**config.mk**
```make
export PLATFORM = sky130hd
export DESIGN_NAME = if_fetch_stage
export DESIGN_NICKNAME = d
export VERILOG_FILES = /design/src/rtl/if_fetch_stage_pkg.sv /design/src/rtl/if_cancel_ctr.sv /design/src/rtl/if_fetch_stage.sv
export SDC_FILE = /design/constraint.sdc
export NUM_CORES = 1
export LEC_CHECK = 0
export BUFFER_PORTS_ARGS = -buffer_cell sky130_fd_sc_hd__buf_2
export CORE_MARGIN = 1.5
export CORE_UTILIZATION = 43
export DETAILED_ROUTE_END_ITERATION = 10
export PLACE_DENSITY = 0.75
export RECOVER_POWER = 25
export SYNTH_ARGS = -nofsm -noshare
export SYNTH_HDL_FRONTEND = slang
export SYNTH_SLANG_ARGS = --single-unit
```
**constraint.sdc**
```tcl
create_clock -name aclk -period 1.9 [get_ports aclk]
set_clock_uncertainty 0.1 [all_clocks]
set_input_delay 0.19 -clock aclk [delete_from_list [all_inputs] [get_ports aclk]]
set_output_delay 0.19 -clock aclk [all_outputs]
set_load 0.005 [all_outputs]
```
**src/rtl/if_fetch_stage_pkg.sv**
```systemverilog
// Shared types and constants for the instruction-fetch stage.
package if_fetch_stage_pkg;

    localparam int unsigned XLEN = 32;
    localparam logic [XLEN-1:0] PC_RESET_DEFAULT = 32'h1c00_0000;

    typedef enum logic [1:0] {
        IF_REQ  = 2'd0,
        IF_WAIT = 2'd1,
        IF_HOLD = 2'd2
    } if_state_e;

    // Instruction slot handed to ID.
    typedef struct packed {
        logic [XLEN-1:0] inst;
        logic            adef;
    } if_slot_t;

    function automatic logic pc_misaligned(input logic [XLEN-1:0] pc);
        return pc[1:0] != 2'b00;
    endfunction

endpackage

```
**src/rtl/if_cancel_ctr.sv**
```systemverilog
// Saturating outstanding-request counter plus cancel counter; flags responses to be discarded.
module if_cancel_ctr #(
    parameter int unsigned  MAX_OUTST = 2,
    localparam int unsigned CW        = $clog2(MAX_OUTST + 1)
) (
    input  logic          aclk,
    input  logic          resetn,
    input  logic          acc,
    input  logic          ret,
    input  logic          redirect,
    output logic [CW-1:0] outst,
    output logic [CW-1:0] cancel_cnt,
    output logic [CW-1:0] outst_next_c,
    output logic          discard_c,
    output logic          full_c
);

    logic [CW-1:0] cancel_n;

    always_comb begin
        outst_next_c = outst;
        cancel_n     = cancel_cnt;
        full_c       = outst == CW'(MAX_OUTST);
        discard_c    = ret && (cancel_cnt != '0);
        if (acc && !ret && !full_c) begin
            outst_next_c = outst + CW'(1);
        end else if (!acc && ret && (outst != '0)) begin
            outst_next_c = outst - CW'(1);
        end
        // On redirect every request still in flight becomes wrong-path.
        if (redirect) begin
            cancel_n = outst_next_c;
        end else if (discard_c) begin
            cancel_n = cancel_cnt - CW'(1);
        end
    end

    always_ff @(posedge aclk or negedge resetn) begin
        if (!resetn) begin
            outst      <= '0;
            cancel_cnt <= '0;
        end else begin
            outst      <= outst_next_c;
            cancel_cnt <= cancel_n;
        end
    end

endmodule

```
**src/rtl/if_fetch_stage.sv**
```systemverilog
// Instruction-fetch stage: PC, sram-like instruction bus requests and the slot held for ID.
// Define IF_PREFETCH_EN to add a one-word prefetch buffer filled while the slot is held.
module if_fetch_stage
    import if_fetch_stage_pkg::*;
#(
    parameter logic [31:0]  PC_RESET  = PC_RESET_DEFAULT,
    parameter int unsigned  MAX_OUTST = 2
) (
    input  logic        aclk,
    input  logic        resetn,
    input  logic        if_flush,
    input  logic [31:0] flush_pc,
    input  logic        br_taken,
    input  logic [31:0] br_target,
    input  logic        brstall,
    input  logic        id_allow_in,
    output logic        inst_req,
    output logic [31:0] inst_addr,
    input  logic        inst_addr_ok,
    input  logic        inst_data_ok,
    input  logic [31:0] inst_rdata,
    output logic        if_allow_in,
    output logic        if_ready_go,
    output logic        if_valid_out,
    output logic [31:0] if_pc,
    output logic [31:0] if_inst,
    output logic        if_adef,
    output logic        error_inst_in_if
);

    localparam int unsigned CW = $clog2(MAX_OUTST + 1);

    if_state_e     state, state_n;
    logic [31:0]   pc, pc_n;
    if_slot_t      slot_q, slot_n;
    logic          err_q, err_n;
    logic          req_en;

    logic          redirect;
    logic [31:0]   redirect_pc;
    logic          misaligned;
    logic          fetch_en;
    logic          acc;
    logic          live;

    logic [CW-1:0] outst;
    logic [CW-1:0] cancel_cnt;
    logic [CW-1:0] outst_next_c;
    logic          discard_c;
    logic          full_c;

`ifdef IF_PREFETCH_EN
    logic          pf_valid, pf_valid_n;
    logic          pf_pend, pf_pend_n;
    logic [31:0]   pf_inst, pf_inst_n;
    logic          adv;
    logic          hold_issue;
`endif

    assign redirect    = if_flush || br_taken;
    assign redirect_pc = if_flush ? flush_pc : br_target;
    assign misaligned  = pc_misaligned(pc);
    assign fetch_en    = req_en && !brstall;
    assign acc         = inst_req && inst_addr_ok;
    // A response is live only if something is outstanding and it is not wrong-path.
    assign live        = inst_data_ok && (outst != '0) && !discard_c;

    if_cancel_ctr #(
        .MAX_OUTST (MAX_OUTST)
    ) u_cancel_ctr (
        .aclk         (aclk),
        .resetn       (resetn),
        .acc          (acc),
        .ret          (inst_data_ok),
        .redirect     (redirect),
        .outst        (outst),
        .cancel_cnt   (cancel_cnt),
        .outst_next_c (outst_next_c),
        .discard_c    (discard_c),
        .full_c       (full_c)
    );

    // Bus request and address.
`ifdef IF_PREFETCH_EN
    always_comb begin
        adv        = id_allow_in && (pf_valid || live);
        hold_issue = (state == IF_HOLD) && !slot_q.adef && (adv || (!pf_valid && !pf_pend));
        inst_req   = !full_c && (((state == IF_REQ) && fetch_en && !misaligned) || hold_issue);
        inst_addr  = pc;
        if (state == IF_HOLD) begin
            inst_addr = adv ? (pc + 32'd8) : (pc + 32'd4);
        end
    end
`else
    always_comb begin
        inst_req  = (state == IF_REQ) && fetch_en && !misaligned && !full_c;
        inst_addr = pc;
    end
`endif

    // Next-state and slot update.
    always_comb begin
        state_n = state;
        pc_n    = pc;
        slot_n  = slot_q;
        err_n   = err_q;
`ifdef IF_PREFETCH_EN
        pf_valid_n = pf_valid;
        pf_pend_n  = pf_pend;
        pf_inst_n  = pf_inst;
`endif
        unique case (state)
            IF_REQ: begin
                if (fetch_en) begin
                    if (misaligned) begin
                        state_n     = IF_HOLD;
                        slot_n.adef = 1'b1;
                        slot_n.inst = '0;
                    end else if (acc) begin
                        state_n = IF_WAIT;
                    end
                end
            end
            IF_WAIT: begin
                if (live) begin
                    state_n     = IF_HOLD;
                    slot_n.inst = inst_rdata;
                    slot_n.adef = 1'b0;
                end
            end
            IF_HOLD: begin
`ifdef IF_PREFETCH_EN
                pf_pend_n = acc ? 1'b1 : (live ? 1'b0 : pf_pend);
                if (id_allow_in) begin
                    pc_n = pc + 32'd4;
                    if (pf_valid) begin
                        slot_n.inst = pf_inst;
                        slot_n.adef = 1'b0;
                        pf_valid_n  = 1'b0;
                    end else if (live) begin
                        slot_n.inst = inst_rdata;
                        slot_n.adef = 1'b0;
                    end else begin
                        // Outstanding prefetch becomes the demand fetch for the new pc.
                        state_n   = pf_pend ? IF_WAIT : IF_REQ;
                        pf_pend_n = 1'b0;
                    end
                end else if (live) begin
                    pf_valid_n = 1'b1;
                    pf_inst_n  = inst_rdata;
                end
`else
                if (id_allow_in) begin
                    pc_n    = pc + 32'd4;
                    state_n = IF_REQ;
                end
`endif
            end
            default: state_n = IF_REQ;
        endcase

        if (redirect) begin
            state_n     = IF_REQ;
            pc_n        = redirect_pc;
            slot_n.inst = slot_q.inst;
            slot_n.adef = 1'b0;
`ifdef IF_PREFETCH_EN
            pf_valid_n = 1'b0;
            pf_pend_n  = 1'b0;
`endif
        end

        // Wrong-path marker: set when a taken branch leaves a word in flight with no valid slot.
        if (if_flush) begin
            err_n = 1'b0;
        end else if (br_taken) begin
            err_n = (state != IF_HOLD) && (outst_next_c != '0);
        end else if (discard_c && (cancel_cnt == CW'(1))) begin
            err_n = 1'b0;
        end
    end

    always_ff @(posedge aclk or negedge resetn) begin
        if (!resetn) begin
            state  <= IF_REQ;
            pc     <= PC_RESET;
            slot_q <= '0;
            err_q  <= 1'b0;
            req_en <= 1'b0;
        end else begin
            state  <= state_n;
            pc     <= pc_n;
            slot_q <= slot_n;
            err_q  <= err_n;
            req_en <= 1'b1;
        end
    end

`ifdef IF_PREFETCH_EN
    always_ff @(posedge aclk or negedge resetn) begin
        if (!resetn) begin
            pf_valid <= 1'b0;
            pf_pend  <= 1'b0;
            pf_inst  <= '0;
        end else begin
            pf_valid <= pf_valid_n;
            pf_pend  <= pf_pend_n;
            pf_inst  <= pf_inst_n;
        end
    end
`endif

    assign if_ready_go      = (state == IF_HOLD);
    // The slot is valid exactly while it is held.
    assign if_valid_out     = if_ready_go;
    assign if_allow_in      = req_en && ((state == IF_REQ) || ((state == IF_HOLD) && id_allow_in));
    assign if_pc            = pc;
    assign if_inst          = slot_q.inst;
    assign if_adef          = slot_q.adef;
    assign error_inst_in_if = err_q;

endmodule

```
==> Word-level counts from Yosys, hierarchy flattened <==
Cells that the tools add are included.
{ "word_totals": {"ff_bits": 73, "latch_bits": 0, "ramBits": 0, "rom_bits": 0, "input_bits": 104, "out_inout_bits": 102, "wordCells": 88, "mem_count": 0} }
{ "classes": {"n_addsub": 4, "n_mul": 0, "div_mod_pow": 0, "order_cmp": 0, "eq_ne": 13, "shifts": 0, "n_mux": 23, "bitwise": 1, "n_reduce_logical": 39} }
{ "ops": {"columns": ["cell", "count"], "rows": [
  ["32-bit two-way mux", 4],
  ["33-bit two-way mux", 3],
  ["33-bit case mux with 2 select lines", 1],
  ["32-bit by 3-bit adder with 32-bit output (second input constant)", 1],
  ["2-bit two-way mux", 10],
  ["1-bit logical AND", 16],
  ["2-bit nonzero test", 8],
  ["3-bit inequality test (second input constant)", 3],
  ["2-bit inequality test (second input constant)", 4],
  ["4-bit AND reduction", 2],
  ["1-bit logical NOT", 6],
  ["2-bit case mux with 3 select lines", 1],
  ["3-bit nonzero test", 2],
  ["5-bit AND reduction", 1],
  ["2-bit by 1-bit equality test with 1-bit output (second input constant)", 2],
  ["2-bit equality test (second input constant)", 2],
  ["1-bit two-way mux", 4],
  ["4-bit by 3-bit inequality test with 1-bit output (second input constant)", 1],
  ["2-bit by 1-bit subtractor with 2-bit output (second input constant)", 2],
  ["3-bit by 2-bit inequality test with 1-bit output (second input constant)", 1],
  ["2-bit by 1-bit adder with 2-bit output (second input constant)", 1],
  ["2-bit logical NOT", 1],
  ["1-bit logical OR", 2],
  ["2-bit AND reduction", 1],
  ["1-bit NOT", 1]
]} }

==> Depth between registers and ports, before layout <==
{ "logic_depth": {"word_depth": 15, "depth_mapped": 9, "depth_no_buf": 7} }

==> Cells and area by module <==
A second synthesis with hierarchy kept.
{ "hier_totals": {"hier_cells": 482, "area_unflattened_um2": 4290.4} }
{ "modules_own_cells": {"columns": ["module", "instances", "cells_per_inst", "area_each_um2", "seq_area_each_um2"], "rows": [
  ["if_fetch_stage", 1, 452, 4006.3, 1730.4],
  ["if_cancel_ctr", 1, 30, 284.0, 100.1]
]} }

==> Least setup slack after synthesis <==
No wires, ideal clock.
{ "synth_timing": {"path_kind": "flip-flop to flip-flop", "from": "register pc[2], in the netlist if_pc[2]", "to": "register pc[18], in the netlist if_pc[18]", "setup_ns": 0.119, "arrival_ns": 1.628, "required_ns": 1.681, "path_slack_ns": 0.053, "stages_incl_launch_ff": 8, "n_path_buf": 1, "synth_period_minus_slack_ns": 1.847, "path_cell_list": "dfrtp_1 -> ha_1 -> and4_1 -> and3_1 -> buf_2 -> a41o_1 -> a21oi_1 -> nor2_1"} }
{ "synth_via": {"elab_chain_len": 4} }
{ "synth_lines": {"columns": ["item", "line_no", "text"], "rows": [
  ["start: declaration", "if_fetch_stage.sv:34", "logic [31:0] pc, pc_n;"],
  ["start signal: assignment", "if_fetch_stage.sv:192", "pc <= pc_n;"],
  ["32-bit by 3-bit adder with 32-bit output", "if_fetch_stage.sv:154", "pc_n = pc + 32'd4;"],
  ["32-bit two-way mux", "if_fetch_stage.sv:153", "if (id_allow_in) begin"],
  ["32-bit two-way mux", "if_fetch_stage.sv:112", "unique case (state)"],
  ["32-bit two-way mux", "if_fetch_stage.sv:162", "if (redirect) begin"]
]} }
Every way passes these cells. The select of a mux whose other input is x is not followed.
A chain may end at the register's enable or synchronous reset.

==> Worst setup path after layout <==
{ "layout_timing": {"from": "register u_cancel_ctr.outst[1]", "to": "register slot_q, in the netlist if_inst[1]"} }
{ "layout_via": {"elab_chain_len": 5} }
{ "layout_lines": {"columns": ["item", "line_no", "text"], "rows": [
  ["start: declaration", "if_cancel_ctr.sv:11", "output logic [CW-1:0] outst,"],
  ["start signal: assignment", "if_cancel_ctr.sv:43", "outst <= outst_next_c;"],
  ["2-bit nonzero test", "if_fetch_stage.sv:66", "assign live = inst_data_ok && (outst != '0) && !discard_c;"],
  ["1-bit logical AND (2 in series)", "if_fetch_stage.sv:66", null],
  ["2-bit inequality test (no source line)", null, null],
  ["5-bit AND reduction (no source line)", null, null],
  ["end signal: assignment", "if_fetch_stage.sv:193", "slot_q <= slot_n;"],
  ["end: declaration", "if_fetch_stage.sv:35", "if_slot_t slot_q, slot_n;"]
]} }
Every way passes these cells.

==> reports/metrics.yaml <==
critical_path:
  critPathArrivalTime_ps: 2220
  worstPathCellList: "inv_2 > ha_4 > nand4b_1 > a21oi_4 > o311ai_4 > bufbuf_16 > o21ai_2"
  rr_endpoint: "if_inst[1]$_DFFE_PN0P_"
  worst-path-buf-inv: 2
  ff2ff_path_depth: 7
  critPathRequiredTime_ps: 2100
  reg2reg_slack_ps: -120
  cell_family_contributing_the_most_delay_on_the_critical_path: "compound AO/OA/AOI/OAI gates"
  crit_path_end_kind: "flop"
  worstSetupStartpointType: "flop"
  startpoint: "u_cancel_ctr.outst[1]$_DFF_PN0_"
  criticalPathCategory: "flop to flop"
  cp_slowest_stage_delay_ps: 390
  crit_path_top_delay_cell: "dfrtp_1"
  r2r-start: "u_cancel_ctr.outst[1]$_DFF_PN0_"
  crit_path_max_fanout: 16
global_route:
  global_route.usage.met2_pct: 47.7
  grt_max_degree: 42
  grtUsageTotal_pct: 27.7
  first_pass_grt_wire_length_um: 23900
  globalRouteOverflowTotal: 0
  grt_pass1_vias: 4871
  grt_antenna_before_repair: 1
  use_met3_pct: 6.08
  groute.layer.met1.usage_pct: 32.8
  grt_busiest_layer: "met2"
synthesis:
  synth_enable_flop_cells: 0
  synth_seq_area_share_pct: 41.6
  main_synth_ff_type: "dfrtp_1"
  synth.net_count: 614
  synth.yosys.warnings: 0
  syn_area_per_cell_um2: 8.72
  ys_ff_latch: 73
  synth_area_um2: 4400
  ys_types: 56
  async_reset_ff_share_pct: 100
  synthesis.instances: 505
detailed_routing:
  via_count: 5028
  post_drt_wl_per_cell_um: 17.9
  vias_per_instance: 5.61
  final_antenna_net_count: 0
  drt_iter0_drc: 423
  wl_um: 16000
  initial_drt_pass_iterations: 5
  remaining_drc_errors: 0
layout:
  top_library_cells_by_usage_in_the_layout_fill_and_taps_aside: "buf_2, nand2_1, dfrtp_1"
  area_growth_pct: 47.9
  drive_gt1_share_pct: 45.2
  commonest_non_fill_non_tap_cell_in_the_layout: "buf_2"
  design.final.nets: 867
timing:
  grt_setup_unrepaired: "yes"
  post-route-min-period_ps: 2020
  max_freq_ghz: 0.496
  slew_violations: 0
  finalSetupViolCount: 33
  layout_worst_path_cycle_share_pct: 106
  setup-tns-final_ps: -2370
  slew_headroom_pct: 30.0
  finalHoldViolCount: 0
  max_slew.worst_pin.slew_ps: 1050
  setup_slack_ps: -117
min_path:
  holdCritStartpoint: "flush_pc[25]"
  hold_depth: 3
  min_path_type: "input port to flop"
  worst_hold_path.endpoint: "if_pc[25]$_DFFE_PN0P_"
floorplanning:
  pin_count: 206
  die_area_um2: 10900
  initial_utilization_pct: 44.6
  die_y_um: 104
  core_region_area_um2: 9860
  std_cell_rows: 36
  chipWidth_um: 104
clock_network:
  htree_num_levels: 3
  clock_root_cell: "clkbuf_8"
  insertion_delay_to_the_later_sink_of_the_worst_skew_pair_ps: 370
  cts_num_sinks: 73
  path_clk_slew_ps: 100
  tritoncts: "done"
  cts_buffers: 9
  clock_path_buffers: 2
placement:
  port_buffers: 205
  hpwl_um: 9950
  post-place-ws_ps: -112
  gp_congestion: 0.881
job:
  maxCapViolCount: 0
status:
  violations: "negative setup slack"
  outcome: "complete, but fails checks"
power_and_ir_drop:
  vdd_drop_max_mv: 0.407
  power.total_uw: 4530
  p_per_area_nw_per_um2: 695
  p_leak_uw: 0.00318
==> area by class of cell <==
cell class	instances	area (um2)
multi-input cells	356	2260
diodes	1	2.50
clock inverters	7	78.8
fillers	748	3350
well taps	133	166
inverters	12	45.0
flip-flops and latches	73	1830
repair buffers	306	2000
clock buffers	9	124
==> where the power goes <==
| group | total (uW) | switching, uW | internal [uW] | leakage (uW) |
|---|---|---|---|---|
| clock | 1310 | 693 | 621 | 0.000104 |
| sequential | 1820 | 127 | 1690 | 0.000961 |
| combinational | 1400 | 678 | 718 | 0.00211 |
| total | 4530 | 1500 | 3030 | 0.00318 |
==> cells in the mapped netlist (all sizes together), types with 5 or more instances <==
cell type	instances	area (um2)
xor2	7	61.3
o21ai	63	379
nand2	100	375
ha	5	62.6
buf	48	365
a22oi	25	188
and4	5	43.8
nor2	14	52.6
a2bb2oi	9	78.8
nand4	11	68.8
inv	12	45.0
dfrtp	70	1750
nor2b	5	31.3
a21oi	39	203
and3	7	43.8
nand3	11	60.1
clkbuf	16	60.1
==> routing by layer <==
layer  share of wire (%)  vias up  wire (um)
li1                    -     2266          -
met1                  38     2408       6090
met2                  51      296       8200
met3                 7.4       58       1180
met4                 3.6        0        580
met5                   0        -          0
==> registers in the layout (all words and copies together) (netlist names) <==
signal,cells
if_adef,1
if_inst,32
u_cancel_ctr.outst,2
state,2
if_pc,32
error_inst_in_if,1
u_cancel_ctr.cancel_cnt,2
req_en,1
==> how the worst max path moves through the flow <==
stage | to | slack [ps] | cells after the start
after CTS | if_pc[26]$_DFFE_PN1P_ | 2 | 6
after detailed placement | if_inst[25]$_DFFE_PN0P_ | -110 | 8
after floorplan | if_pc[18]$_DFFE_PN0P_ | 50 | 7
after global placement | if_inst[7]$_DFFE_PN0P_ | 20 | 8
final | if_inst[1]$_DFFE_PN0P_ | -120 | 7
after global routing | if_inst[1]$_DFFE_PN0P_ | -180 | 9
==> metrics by stage <==
stage               utilization [%]  instances  hold WS [ps]  instance area [um2]
floorplan                         -        505          -206                 4400
global placement               56.1        820           105                 5530
detailed placement             56.1        820           113                 5530
CTS                            64.1        889         0.940                 6320
global route                   66.0        897          5.71                 6510
finish                         66.0        897          5.75                 6510
==> worst min-delay path, delay by kind of cell <==
family | cells | cell delay, ps
AOI/OAI and AO/OA | 2 | 150
buffers and inverters | 1 | 90
==> cell families after synthesis <==
family / count (synthesis) / share of synthesized area [%]
AO/OA/AOI/OAI: 157 / 23.2
AND/OR/NAND/NOR: 177 / 19.7
other: 1 / 0.0851
flip-flops: 73 / 41.6
multiplexers: 5 / 1.16
adder cells (fa/ha/maj): 5 / 1.42
buffers and inverters: 76 / 10.7
XOR/XNOR: 11 / 2.19
==> repair_timing <==
| item | CTS | global route |
|---|---|---|
| pin swaps | 2 | 6 |
| buffers inserted | 6 | 6 |
| hold endpoints to repair | 79 | 0 |
| setup endpoints to repair | 35 | 55 |
| gates resized for setup | 7 | 38 |
| hold buffers | 44 | 0 |
| cloned | 3 | 2 |
Note: power is estimated with default switching activity, not from simulation.
